$ cat src/rtl/bomb_pkg.sv
// Shared types and counter widths for the bomb game sequencer.
// Imported by bomb_round_ctrl and its testbench.
package bomb_pkg;

  localparam int SEC_W   = 6;
  localparam int LIVES_W = 3;
  localparam int ROUND_W = 4;
  localparam int FACE_W  = 4;

  typedef enum logic [2:0] {
    S_IDLE,
    S_SHOW,
    S_PLAY,
    S_WIN,
    S_LOSE,
    S_DONE
  } state_t;

endpackage

$ cat src/rtl/sec_tick_gen.sv
// One-second prescaler: counts 0..TICK_DIV-1, tick on the wrap cycle.
// Ports: clk, rst_n (async low), clr (sync clear), tick (wrap strobe).
module sec_tick_gen #(
  parameter int TICK_DIV = 50000000
) (
  input  logic clk,
  input  logic rst_n,
  input  logic clr,
  output logic tick
);

  localparam int CW = (TICK_DIV > 2) ? $clog2(TICK_DIV) : 1;
  localparam logic [CW-1:0] LAST = CW'(TICK_DIV - 1);

  logic [CW-1:0] cnt;

  assign tick = (cnt == LAST);

  always_ff @(posedge clk or negedge rst_n) begin
    if (!rst_n) begin
      cnt <= '0;
    end else if (clr || tick) begin
      cnt <= '0;
    end else begin
      cnt <= cnt + CW'(1);
    end
  end

endmodule

$ cat src/rtl/bomb_round_ctrl.sv
// Multi-round bomb game sequencer: arm, show password, countdown, entry, face.
// Ports: arm/load/submit/sw_in/rand_num in; psw, status, faces, pulses out.
module bomb_round_ctrl
  import bomb_pkg::*;
#(
  parameter int PSW_W     = 7,
  parameter int CNT_SEC   = 20,
  parameter int SHOW_SEC  = 3,
  parameter int TICK_DIV  = 50000000,
  parameter int MAX_LIVES = 3,
  parameter int ROUNDS    = 3,
  parameter int FACE_SEC  = 2
) (
  input  logic               clk,
  input  logic               rst_n,
  input  logic               arm,
  input  logic               load,
  input  logic               submit,
  input  logic [PSW_W-1:0]   sw_in,
  input  logic [PSW_W-1:0]   rand_num,
  output logic [PSW_W-1:0]   psw,
  output logic               showing,
  output logic               input_en,
  output logic               bomb_on,
  output logic [SEC_W-1:0]   sec_left,
  output logic [LIVES_W-1:0] lives,
  output logic [ROUND_W-1:0] round_num,
  output logic               win_face,
  output logic               lose_face,
  output logic               beep_en,
  output logic               success,
  output logic               fail
);

  localparam logic [SEC_W-1:0]   SEC_CNT  = SEC_W'(CNT_SEC);
  localparam logic [SEC_W-1:0]   SEC_SHOW = SEC_W'(SHOW_SEC);
  localparam logic [SEC_W-1:0]   SEC_ONE  = SEC_W'(1);
  localparam logic [LIVES_W-1:0] LIV_MAX  = LIVES_W'(MAX_LIVES);
  localparam logic [LIVES_W-1:0] LIV_ONE  = LIVES_W'(1);
  localparam logic [ROUND_W-1:0] RND_ONE  = ROUND_W'(1);
  localparam logic [ROUND_W-1:0] RND_LAST = ROUND_W'(ROUNDS);
  localparam logic [FACE_W-1:0]  FACE_LEN = FACE_W'(FACE_SEC);
  localparam logic [FACE_W-1:0]  FACE_ONE = FACE_W'(1);

  state_t            state;
  logic [FACE_W-1:0] face_cnt;
  logic              won;
  logic              tick;
  logic              clr;
  logic              match;
  logic              sec_end;

  assign match   = (sw_in == psw);
  assign sec_end = (sec_left == SEC_ONE);

  // Prescaler restarts whenever the FSM is about to change state,
  // so every state sees its first tick a full second after entry.
  always_comb begin
    clr = 1'b0;
    if (!arm) begin
      clr = 1'b1;
    end else begin
      case (state)
        S_IDLE, S_DONE: clr = load;
        S_SHOW:         clr = tick && sec_end;
        S_PLAY:         clr = (submit && (match || lives <= LIV_ONE))
                              || (tick && sec_end);
        S_WIN, S_LOSE:  clr = tick && (face_cnt == FACE_ONE);
        default:        clr = 1'b1;
      endcase
    end
  end

  sec_tick_gen #(
    .TICK_DIV(TICK_DIV)
  ) u_tick (
    .clk  (clk),
    .rst_n(rst_n),
    .clr  (clr),
    .tick (tick)
  );

  always_ff @(posedge clk or negedge rst_n) begin
    if (!rst_n) begin
      state     <= S_IDLE;
      psw       <= '0;
      sec_left  <= SEC_CNT;
      lives     <= LIV_MAX;
      round_num <= RND_ONE;
      face_cnt  <= '0;
      won       <= 1'b0;
      success   <= 1'b0;
      fail      <= 1'b0;
    end else begin
      success <= 1'b0;
      fail    <= 1'b0;
      if (!arm) begin
        // psw deliberately keeps its value across an abort
        state     <= S_IDLE;
        sec_left  <= SEC_CNT;
        lives     <= LIV_MAX;
        round_num <= RND_ONE;
        face_cnt  <= '0;
        won       <= 1'b0;
      end else begin
        case (state)
          S_IDLE, S_DONE: begin
            if (load) begin
              psw       <= rand_num;
              round_num <= RND_ONE;
              lives     <= LIV_MAX;
              sec_left  <= SEC_SHOW;
              won       <= 1'b0;
              state     <= S_SHOW;
            end
          end
          S_SHOW: begin
            if (tick) begin
              if (sec_end) begin
                sec_left <= SEC_CNT;
                state    <= S_PLAY;
              end else begin
                sec_left <= sec_left - SEC_ONE;
              end
            end
          end
          S_PLAY: begin
            if (submit && match) begin
              success  <= 1'b1;
              won      <= 1'b1;
              face_cnt <= FACE_LEN;
              state    <= S_WIN;
            end else if (submit && lives <= LIV_ONE) begin
              lives    <= '0;
              fail     <= 1'b1;
              face_cnt <= FACE_LEN;
              state    <= S_LOSE;
            end else begin
              // a survivable miss does not stall the countdown
              if (submit) begin
                lives <= lives - LIV_ONE;
              end
              if (tick) begin
                if (sec_end) begin
                  sec_left <= '0;
                  fail     <= 1'b1;
                  face_cnt <= FACE_LEN;
                  state    <= S_LOSE;
                end else begin
                  sec_left <= sec_left - SEC_ONE;
                end
              end
            end
          end
          S_WIN: begin
            if (tick) begin
              if (face_cnt == FACE_ONE) begin
                if (round_num < RND_LAST) begin
                  round_num <= round_num + RND_ONE;
                  psw       <= rand_num;
                  lives     <= LIV_MAX;
                  sec_left  <= SEC_SHOW;
                  state     <= S_SHOW;
                end else begin
                  state <= S_DONE;
                end
              end else begin
                face_cnt <= face_cnt - FACE_ONE;
              end
            end
          end
          S_LOSE: begin
            if (tick) begin
              if (face_cnt == FACE_ONE) begin
                state <= S_DONE;
              end else begin
                face_cnt <= face_cnt - FACE_ONE;
              end
            end
          end
          default: state <= S_IDLE;
        endcase
      end
    end
  end

  // Outputs decode the registered state; won picks the final face.
  assign showing   = (state == S_SHOW);
  assign input_en  = (state == S_PLAY);
  assign bomb_on   = (state == S_SHOW) || (state == S_PLAY);
  assign win_face  = (state == S_WIN) || ((state == S_DONE) && won);
  assign lose_face = (state == S_LOSE) || ((state == S_DONE) && !won);
  assign beep_en   = (state == S_WIN) || (state == S_LOSE);

endmodule
$ cat config.mk
export PLATFORM = sky130hd
export DESIGN_NAME = bomb_round_ctrl
export DESIGN_NICKNAME = d
export VERILOG_FILES = /design/src/rtl/bomb_pkg.sv /design/src/rtl/sec_tick_gen.sv /design/src/rtl/bomb_round_ctrl.sv
export SDC_FILE = /design/constraint.sdc
export NUM_CORES = 1
export LEC_CHECK = 0
export ABC_AREA = 1
export BUFFER_PORTS_ARGS = -buffer_cell sky130_fd_sc_hd__clkbuf_2
export CORE_MARGIN = 4
export CORE_UTILIZATION = 40
export CTS_BUF_LIST = sky130_fd_sc_hd__clkbuf_8
export DETAILED_ROUTE_END_ITERATION = 6
export GPL_ROUTABILITY_DRIVEN = 0
export SLEW_MARGIN = 20
export SYNTH_ARGS = -nofsm -noshare
export SYNTH_HDL_FRONTEND = slang
export SYNTH_SLANG_ARGS = --single-unit
export TNS_END_PERCENT = 10
$ cat constraint.sdc
create_clock -name clk -period 3.75 [get_ports clk]
set_input_delay 0.5625 -clock clk [delete_from_list [all_inputs] [get_ports clk]]
set_output_delay 0.5625 -clock clk [all_outputs]
set_load 0.005 [all_outputs]
==> results summary, run 1 <==
The leading area contributor after synthesis is dfrtp_1. The total wire length is 8730 um. The number of distinct library cells after synthesis is 34. The post-layout net count is slightly below 600. For the final database, setup skew stands at roughly 7.5 ps. The area share of fa/ha/maj cells after synthesis is between 2 and 3%. The final non-filler cell total came out at roughly 680. The number of DRC violations after detailed routing came out at 0. The share of Yosys cell area claimed by the top area cell type is 34.2%. The H-tree level count is 2.

The number of clock sinks seen by CTS came out at 56. The fill cell instance count of the final layout came out at slightly below 900. Setup repair after global routing left no endpoint under its margin.

The signal arrival time at the worst endpoint came out at 1460 ps. The sum of negative setup slack came out at 0 ps. In the synthesized netlist the dominant register cell turns out to be dfrtp_1. The largest fanout on the critical path is 5.

The remaining antenna violation count is 0. In this run the clock root is driven by a clkbuf_8. In the final layout, flip-flops and latches occupy about 1400 sq um. The sequential element share of the synthesized area came out at 37.8%. The synthesis-stage register bit count is 56.

The total congestion overflow after global routing came out at 0. The half-perimeter wire length after detailed placement came out at 6910 um. In this design, the stage delay of the slowest critical-path cell is 460 ps.

The row count came out at 34. At the pin with the least slew margin, the transition time is 708 ps. In the post-synthesis netlist, the cell with the most instances is nand2_1.

The count of pins over their slew limit is 0. The via count of the first global-routing pass is 3315. The synthesized-area fraction occupied by xor and xnor cells is 5.17%.

The maximum clock frequency came out at 0.494 GHz. Measured against its own limit, the worst slew margin works out to about 53%. Counting flops with a built-in enable in the synthesized netlist gives 0.

The mean instance size in the synthesized netlist is 7.18 sq um. The cell area after technology mapping is around 3700 sq um. In this run the horizontal extent of the chip is between 100 and 150 um. The number of instances in the placed design is 669. The count of cells resized by post-cts repair came out at 0. The final critical delay including setup and external delays came out at 2020 ps. The cell that appears most often on the critical path is inv_1. The startpoint type of the worst setup path is a register. The per-cell routed wire length came out at 12.9 um.

The flow ran to the end, and the final reports show no timing, DRC or antenna violations. The synthesis warning total came out at 0. The detailed router finished its first iteration with 206 violations. The largest voltage drop on the vdd net is 0.255 mV. The post-CTS setup repair buffer count came out at 0. The slowest stage of the critical path is the dfrtp_1 cell. The post-synth net total came out at 546. The data required time of the worst path came out at 3190 ps.

The largest net degree at the start of global routing is 30. The leakage power of the design is 0.00201 uW. The type of element capturing the critical path is an output pin. Clock tree synthesis inserted a total of 5 buffers. Sorting the synthesized cells by how often they occur yields 131 x nand2_1, 79 x nor2_1, 69 x inv_1.

The worst hold path belongs to the class in2async. The total I/O pin count is 47. The floorplan step defined a die boundary enclosing 10900 sq um. The post-synthesis mux area share came out at 0%. The share of final-layout standard cells stronger than drive strength 1 is 19.9%.

Dividing the final minimum period by the clock period gives 54.0%. The number of hold-repair buffers added at the cts stage came out at 0. The global-route wire length before repair came out at 15400 um. The total power divided by cell area is 570 nW/um^2. The clock tree buffer depth is 2. The initial antenna violation count is 0.

The share of synthesized cell area in and, or, nand and nor gates came out at 37.1%. The later-pin clock latency in the skew report came out at about 310 ps. The synthesized-area fraction occupied by ao, oa, aoi and oai cells is 8.36%. The signal on the critical path passes through inv_1 > nor3_4 > inv_1 > nand2_2 > clkbuf_2. Using the TritonRoute via totals, the vias-per-cell ratio works out to a little over 5. By area, the combinational part of the netlist is dominated by simple AND/OR/NAND/NOR gates.

The area occupied by multi-input gates came out at 1990 sq um. From synthesis to final layout, the design area changed by 11.0%. Measured along the y axis, the die boundary spans 105 um. The count of TritonRoute iterations in the first routing pass came out at 5. The critical path class is reg2out.

The aggregate global-route resource usage came out at 16.7%. The number of setup violations in the final report is 0. The total of buffers placed on input and output ports came out at 46.

The starting utilization of the core area came out at 41.9%. TritonCTS built the clock tree. The area of the core came out at a little under 9000 sq um. The count of final hold-check violations came out at 0. By area the synthesized netlist is led by dfrtp_1 34%, nand2_1 13%, nor2_1 8.0%, inv_1 6.9%, dfstp_2 3.5%. Counting flops with an async set or reset pin after synthesis yields a share of 100%. After clock tree synthesis, the clock-pin slew on the worst setup and hold paths is 100 ps. The number of cells produced by synthesis came out at 519.

The total inserted antenna cells is 0. The number of vias after detailed routing is ~3400. The max-capacitance violation count came out at 0.
-- registers in the layout (all words and copies together) (netlist names) --
signal	flops
u_tick.cnt	26
success	1
won	1
psw	7
sec_left	6
round_num	4
lives	3
face_cnt	4
state	3
fail	1
-- through the flow --
step / power (uW) / setup WS (ps) / util (%) / cell area (sq um) / hold WS, ps
finish: 2360 / 1730 / 46.6 / 4140 / 289
global placement: 2040 / 1600 / 45.7 / 4060 / 475
CTS: 2390 / 1720 / 46.6 / 4140 / 323
global route: 2580 / 1530 / 46.6 / 4140 / 355
floorplan: 1740 / 2050 / - / 3730 / 267
detailed placement: 2060 / 1530 / 45.7 / 4060 / 482
-- cells in the final DEF (no fill, tap or decap), drive strengths merged --
cell    instances
nand2         141
nor4            4
buf             2
a21oi          20
clkbuf         51
o211ai          1
xnor2          10
nor3           19
or2             1
nand3          33
dfrtp          51
inv            76
o22ai           1
nand4           7
dfstp           5
xor2           12
o21ai          29
nor3b           1
nor2           94
ha              8
clkinv          2
-- per-layer routing --
| layer | share of wire (%) | routed length [um] | vias up | global-route usage [%] |
|---|---|---|---|---|
| li1 | - | - | 1727 | - |
| met1 | 50 | 4410 | 1586 | 24.1 |
| met2 | 44 | 3830 | 83 | 26.6 |
| met3 | 4.6 | 398 | 7 | 2.34 |
| met4 | 1.0 | 88 | 0 | 3.89 |
| met5 | 0 | 0 | - | 0 |
-- path summary, 6_finish.rpt --
kind / from / endpoint / slack, ps / cells after the start
setup / recovery: state[0]$_DFFE_PN0P_ / bomb_on / 1730 / 5
hold / removal: rst_n / u_tick.cnt[2]$_DFF_PN0_ / 290 / 1
setup reg to reg: u_tick.cnt[0]$_DFF_PN0_ / u_tick.cnt[22]$_DFF_PN0_ / 1770 / 11
hold reg to reg: lives[1]$_DFFE_PN1P_ / lives[1]$_DFFE_PN1P_ / 490 / 2
max in group asynchronous: rst_n / lives[0]$_DFFE_PN1P_ / 2570 / 2
min in group clk: rand_num[1] / psw[1]$_DFFE_PN0P_ / 490 / 3
-- power by group --
group / leakage (uW) / switching (uW) / internal [uW] / total, uW
clock: 0.0000452 / 190 / 125 / 315
combinational: 0.00123 / 745 / 423 / 1170
sequential: 0.000737 / 140 / 739 / 879
-- critical path, delay by kind of cell, from the launching register on --
kind                   cells  cell delay [ps]
flip-flops                 1              460
buffers and inverters      3              360
AND/OR/NAND/NOR            2              330
-- cells by family (layout without fill, tap and decap cells) --
group / after synthesis / in the layout
flip-flops: 56 / 56
XOR/XNOR: 22 / 22
buffers and inverters: 82 / 131
adder cells (fa/ha/maj): 8 / 8
AND/OR/NAND/NOR: 300 / 300
AO/OA/AOI/OAI: 51 / 51
-- cell type report --
type	instances	share of cell area, %
Tap cell	108	3.26
Clock inverter	2	0.212
Inverter	76	6.89
Timing Repair Buffer	48	5.92
Sequential cell	56	34.0
Multi-Input combinational cell	381	48.1
Clock buffer	5	1.66
Note: power is estimated with default switching activity, not from simulation.
==> run 2, diff against run 1 <==
clock period = 1.79 ns   (was 3.75 ns; I/O delays follow)
==> results summary, run 2 (synthesis results as in run 1) <==
The clock transition at the register clock pins on the worst setup and hold paths after CTS came out at 100 ps (about the same). In the layout the commonest cells are 119 x nand2_1, 69 x nor2_1, 64 x inv_1. The data required time of the worst path is 2040 ps (-1150 ps). The worst hold margin is 192 ps (-96.2 ps).

The number of clock sinks seen by CTS came out at 56 (unchanged). The final critical delay including setup and external delays is around 1800 ps. The post-route standard cell area excluding fillers came out at 4670 sq um (+13%). The total congestion overflow after global routing came out at 0 (unchanged). The height of the die is 105 um (unchanged). The switching power share of the total came to 43.7% (-1.8 points).

The number of DRC violations after detailed routing came to 0 (unchanged). The total inserted antenna cells is 0 (unchanged). The total of buffers placed on input and output ports came out at 46 (unchanged). The critical hold path startpoint is rand_num[6]. The CTS tree is done. The via count of the first global-routing pass was 3388 (+2.2%). The number of DRC markers after the initial detailed-route iteration is 156 (-24%).

The largest fanout on the critical path is 7 (+2). The clock power share came out at 16.1% (+2.8 points). The final clock skew was 6.36 ps (-1.11 ps). The starting utilization of the core area came out at 41.9% (unchanged).

The net switching power is 2500 uW (+130%). The average via count per standard cell came to 4.99 (-0.90%). Based on the critical path, the design can be clocked at up to 0.570 GHz. The number of vias after detailed routing came out at 3517 (+3.3%). The actual slew at the worst max-slew pin came to 413 ps (-294 ps). The leakage power of the design was 0.00221 uW (+9.9%). The clock tree buffer depth is 2 (unchanged).

The remaining antenna violation count was 0 (unchanged). The launch instance of the worst register-to-register path is lives[1]$_DFFE_PN1P_. The aggregate global-route resource usage is 17.2% (+0.55 points). The largest net degree at the start of global routing is 28 (-6.7%). The global-route wire length before repair came to 15800 um (+2.6%). The die area came out at 10900 sq um (unchanged). The max-capacitance violation count is 0 (unchanged). The root buffer cell is clkbuf_8. The initial antenna violation count came out at 0 (unchanged).

The number of setup violations in the final report is 0 (unchanged). The signal arrival time at the worst endpoint came out at 2010 ps (+550 ps). The total I/O pin count was 47 (unchanged). The largest voltage drop on the vdd net is 0.664 mV (+160%). The total wire length is 9440 um (+8.2%). The area growth from synthesis to final layout is 25.2%. The clock buffer count from CTS came out at 5 (unchanged).

The fraction of the cycle the final worst path needs came out at 98.0%. The count of final hold-check violations is 0 (unchanged). The number of flip-flops in the largest register is 26 (unchanged). The chip width came out at 105 um (unchanged). The share of final-layout standard cells stronger than drive strength 1 came out at 30.2% (+10 points). Setup repair after global routing could not meet its margin everywhere. The per-cell routed wire length is 13.4 um (+3.7%). The count of TritonRoute iterations in the first routing pass came out at 4 (-1). The row count came out at 34 (unchanged).

The part of the total power dissipated in sequential elements is 32.0% (-5.2 points). The area of the core was 8890 sq um (unchanged). The H-tree level count is 2 (unchanged). The later-pin clock latency in the skew report is 310 ps (about the same). The internal power of the cells came out at 3220 uW (+150%). The total power divided by cell area came out at 1230 nW/um^2 (+120%).

The placed instance area came out at 4220 sq um (+3.8%). The run finished with clean final reports. The worst setup path is of the reg2reg kind. The worst relative slew slack came out at 72.4% (+20 points).

The startpoint type of the worst setup path is a register. The worst min-delay path class is in2reg. Counting flops per register, the top entry is u_tick.cnt. The half-perimeter wire length after detailed placement was 7160 um (+3.6%). The largest registers in the layout are u_tick.cnt x26, psw x7, sec_left x6. The part of the power in combinational logic came out at 52.0% (+2.5 points). The library cell used most frequently in the layout, excluding fill and tap cells, is nand2_1.

STA classifies the critical path endpoint as a register. The startpoint of the most critical setup path is lives[1]$_DFFE_PN1P_. The post-layout net count is 623 (+4.7%). The count of pins over their slew limit was 0 (unchanged).
-- run 2: what timing repair did --
action / 4_1_cts / 5_1_grt
setup buffers: 0 / 9
gates cloned: 0 / 1
pin swaps: 0 / 17
endpoints found under the setup margin: 4 / 55
hold endpoints to repair: 13 / 0
hold buffers: 1 / 0
gates resized for setup: 2 / 61
-- run 2: critical path: stages (launching register included) --
cell	delay, ps
dfstp_2	590
inv_4	60
ha_4	160
a21oi_4	130
nor2_4	70
nand2_1	80
nand2_2	70
nor2_4	130
o21ai_4	110
nor2_4	170
nand2_1	70
nand2_1	70
-- run 2: final timing paths --
path / cells past startpoint / end / slack [ps]
worst max-delay path: 11 / sec_left[3]$_DFFE_PN0P_ / 40
worst min-delay path: 3 / psw[6]$_DFFE_PN0P_ / 190
worst max register to register: 11 / sec_left[3]$_DFFE_PN0P_ / 40
worst min register to register: 2 / sec_left[4]$_DFFE_PN1P_ / 510
max in group asynchronous: 3 / sec_left[2]$_DFFE_PN1P_ / 760
min in group asynchronous: 2 / u_tick.cnt[11]$_DFF_PN0_ / 410
-- run 2: per-stage QoR --
step | instances | power (uW) | util [%] | TNS [ps] | setup WS [ps]
final | 705 | 5730 | 52.5 | 0 | 36.4
after global routing | 705 | 6230 | 52.5 | -255 | -38.4
after CTS | 695 | 5400 | 49.0 | 0 | 1.63
after detailed placement | 686 | 4450 | 47.4 | -7.28 | -7.28
after global placement | 686 | 4400 | 47.4 | 0 | 16.2
after floorplan | 519 | 3650 | - | 0 | 160
-- run 2: routing by layer --
layer	global-route usage [%]	vias up	share of wire (%)
met1	23.7	1638	48
met2	28.6	84	47
li1	-	1787	-
met3	2.65	8	4.1
met5	0	-	0
met4	3.99	0	1.1
-- run 2: cell type report --
cell class                 count  area, sq um
tap                          108          135
multi-input combinational    382         2210
inverter                      76          294
clock buffer                   7         96.3
timing repair buffer          75          488
clock inverter                 1         30.0
sequential                    56         1410
fill                         862         4220
-- run 2: power by group through the flow --
stage / combinational, uW / clock (uW) / sequential, uW
finish: 2980 / 919 / 1830
detailed placement: 2610 / 0 / 1840
floorplan: 1860 / 0 / 1790
global route: 3360 / 1000 / 1870
global placement: 2570 / 0 / 1830
CTS: 2630 / 952 / 1810
==> run 3, diff against run 2 <==
ABC_CLOCK_PERIOD_IN_PS = 1790   (was default)
REMOVE_ABC_BUFFERS = 1   (was default)
==> results summary, run 3 (synthesis results as in run 1) <==
The internal power of the cells is 2960 uW (-8.3%). Setup repair after global routing could not meet its margin everywhere. The count of TritonRoute iterations in the first routing pass is 4 (unchanged).

The count of final hold-check violations is 0 (unchanged). The largest voltage drop on the vdd net was 0.452 mV (-32%). The initial antenna violation count is 0 (unchanged). The share of final-layout standard cells stronger than drive strength 1 came out at 28.6% (-1.5 points).

The highest-utilization routing layer at the global route stage is met1. The total power divided by cell area was 1180 nW/um^2 (-3.6%). The remaining antenna violation count came to 0 (unchanged).

u_tick.cnt holds more flip-flops than any other register. The area growth from synthesis to final layout came out at 22.1%. The critical path is of the reg2reg type. The global-route wire length before repair came to 15100 um (-4.4%). The number of vias after detailed routing came out at 3426 (-2.6%). The slowest library cell on the worst path is dfstp_2. The starting utilization of the core area is 41.9% (unchanged).

The data required time of the worst path came out at 2040 ps (about the same). The fraction of the cycle the final worst path needs is 95.5% (-2.5 points). Traced cell by cell, the critical path runs through inv_2 > ha_4 > a21oi_4 > nor2_4 > nand2_1 > nand2_2 > nor2_4 > o21ai_4 > nor2_4 > nand2_1 > nand2_1. The number of DRC markers after the initial detailed-route iteration is 181 (+16%).

The switching power share of the total is 45.1% (+1.4 points). The clock tree buffer depth was 2 (unchanged). The aggregate global-route resource usage came out at 16.5% (-0.69 points). On the critical path the largest part of the delay comes from simple AND/OR/NAND/NOR gates. The via count of the first global-routing pass is 3131 (-7.6%). The met1 routing resource usage after global routing is 25.8% (+2.1 points).

The post-layout net count is 621 (-0.32%). The part of the total power dissipated in sequential elements came out at 33.8% (+1.8 points). The count of pins over their slew limit came out at 0 (unchanged). The worst setup slack before clock tree synthesis was 11.5 ps (+18.8 ps).

The area of the core is 8890 sq um (unchanged). The clock buffer count from CTS is 5 (unchanged). The per-cell routed wire length is 13.0 um (-2.8%). The half-perimeter wire length after detailed placement came to 6990 um (-2.4%).

The die area came out at 10900 sq um (unchanged). STA classifies the critical path endpoint as a register. The actual slew at the worst max-slew pin came out at 386 ps (-27.9 ps).

The total of buffers placed on input and output ports is 46 (unchanged). The part of the power in combinational logic is 53.9% (+1.9 points). The total inserted antenna cells is 0 (unchanged). The leakage power of the design is 0.00219 uW (-1.1%). The highest cell delay on the worst timing path was 560 ps (-30 ps). The library cell used most frequently in the layout, excluding fill and tap cells, is nand2_1.

TritonCTS built the clock tree. The largest net degree at the start of global routing came to 44 (+57%). The top cell types in the final layout, fill and taps aside, are 121 x nand2_1, 68 x nor2_1, 67 x inv_1. The post-route standard cell area excluding fillers came to 4550 sq um (-2.4%). The total wire length is 9140 um (-3.2%). The total congestion overflow after global routing was 0 (unchanged).

The clock transition at the register clock pins on the worst setup and hold paths after CTS is 100 ps (about the same). The worst relative slew slack is 74.3% (+1.9 points). The largest fanout on the critical path came out at 7 (unchanged). The net switching power came to 2430 uW (-2.9%). The number of flip-flops in the largest register came to 26 (unchanged). The later-pin clock latency in the skew report is 310 ps (about the same).

The routing usage on met2 was 24.4% (-4.3 points). The chip width came out at 105 um (unchanged). The average via count per standard cell is 4.88 (-2.2%). The signal arrival time at the worst endpoint is 1960 ps (-50 ps).

The clock power share is 12.3% (-3.8 points). The row count came out at 34 (unchanged). The total I/O pin count is 47 (unchanged). The max-capacitance violation count is 0 (unchanged).

The sum of internal, switching and leakage power came out at 5390 uW (-5.9%). The met3 track demand over resource is 2.40% (-0.25 points). The root buffer cell is clkbuf_8. The total buffers and inverters traversed by the critical path was 1 (unchanged). The number of clock sinks seen by CTS came out at 56 (unchanged). The H-tree level count is 2 (unchanged). The final cell utilization of the core was 51.2% (-1.3 points). The final critical delay including setup and external delays came out at 1710 ps (-44.8 ps). STA classifies the critical path startpoint as a register. The run finished with clean final reports. The number of DRC violations after detailed routing came out at 0 (unchanged). The tightest min-delay check is of the in2reg type. The worst-case setup margin in the final layout came out at 81.2 ps (+44.8 ps). The number of setup violations in the final report is 0 (unchanged). The placed instance area came out at 4220 sq um (+0.18%). The final clock skew is 6.51 ps (+0.153 ps).

The height of the die came to 105 um (unchanged). The largest registers in the layout are u_tick.cnt x26, psw x7, sec_left x6. The maximum clock frequency came out at 0.585 GHz (+2.6%).
run 3: changes by cell type in the layout (fill, tap and decap cells not counted), moves of 2 or more:
| cell | change |
|---|---|
| nand3_2 | -2 |
| nand3_1 | +2 |
| nor3_2 | -2 |
| buf_4 | -2 |
| nand2_1 | +2 |
| nor3_1 | +2 |
| inv_1 | +3 |
| inv_4 | -2 |
| clkbuf_8 | -2 |
run 3: power groups by stage:
stage	Sequential [uW]	Combinational [uW]	Clock, uW
floorplan	1820	1760	0
global placement	1810	2560	0
detailed placement	1810	2610	0
CTS	1790	2630	704
global route	1860	3260	756
finish	1820	2900	664
run 3: what timing repair did:
item,in CTS,in global routing
gates resized for setup,1,51
setup endpoints to repair,2,54
hold buffers,1,0
buffers inserted,0,6
endpoints found under the hold margin,13,0
cloned,0,1
pin swaps,0,16
run 3: worst min-delay path, delay by kind of cell:
kind,cells,cell delay [ps]
buffers and inverters,1,80
and+or+nand+nor,2,120
run 3: final cells by class:
cell class / count / area [sq um]
timing repair buffer: 73 / 464
fill: 874 / 4340
multi-input combinational: 382 / 2180
tap: 108 / 135
inverter: 76 / 285
clock buffer: 5 / 68.8
clock inverter: 2 / 8.76
sequential: 56 / 1410
run 3: path summary, 6_finish.rpt:
path                       cells after the start                      end  slack [ps]                  from
min                                            3       psw[2]$_DFFE_PN0P_         180           rand_num[2]
min reg2reg                                    2     lives[1]$_DFFE_PN1P_         490  lives[1]$_DFFE_PN1P_
max in group asynchronous                      3     lives[0]$_DFFE_PN1P_         770                 rst_n
max                                           11  sec_left[5]$_DFFE_PN0P_          80  lives[1]$_DFFE_PN1P_
max reg2reg                                   11  sec_left[5]$_DFFE_PN0P_          80  lives[1]$_DFFE_PN1P_
min in group asynchronous                      2  u_tick.cnt[5]$_DFF_PN0_         400                 rst_n
run 3: per-layer routing:
metal	part of all wire (%)	vias to the layer above
met5	0	-
met4	0.62	0
met3	4.4	5
met2	44	65
met1	51	1574
li1	-	1782
run 3: stage by stage:
step | cells | hold slack [ps] | setup TNS, ps
floorplan | 513 | -27.1 | 0
global placement | 687 | 208 | 0
detailed placement | 687 | 213 | 0
CTS | 695 | 173 | 0
global route | 702 | 166 | -111
finish | 702 | 181 | 0
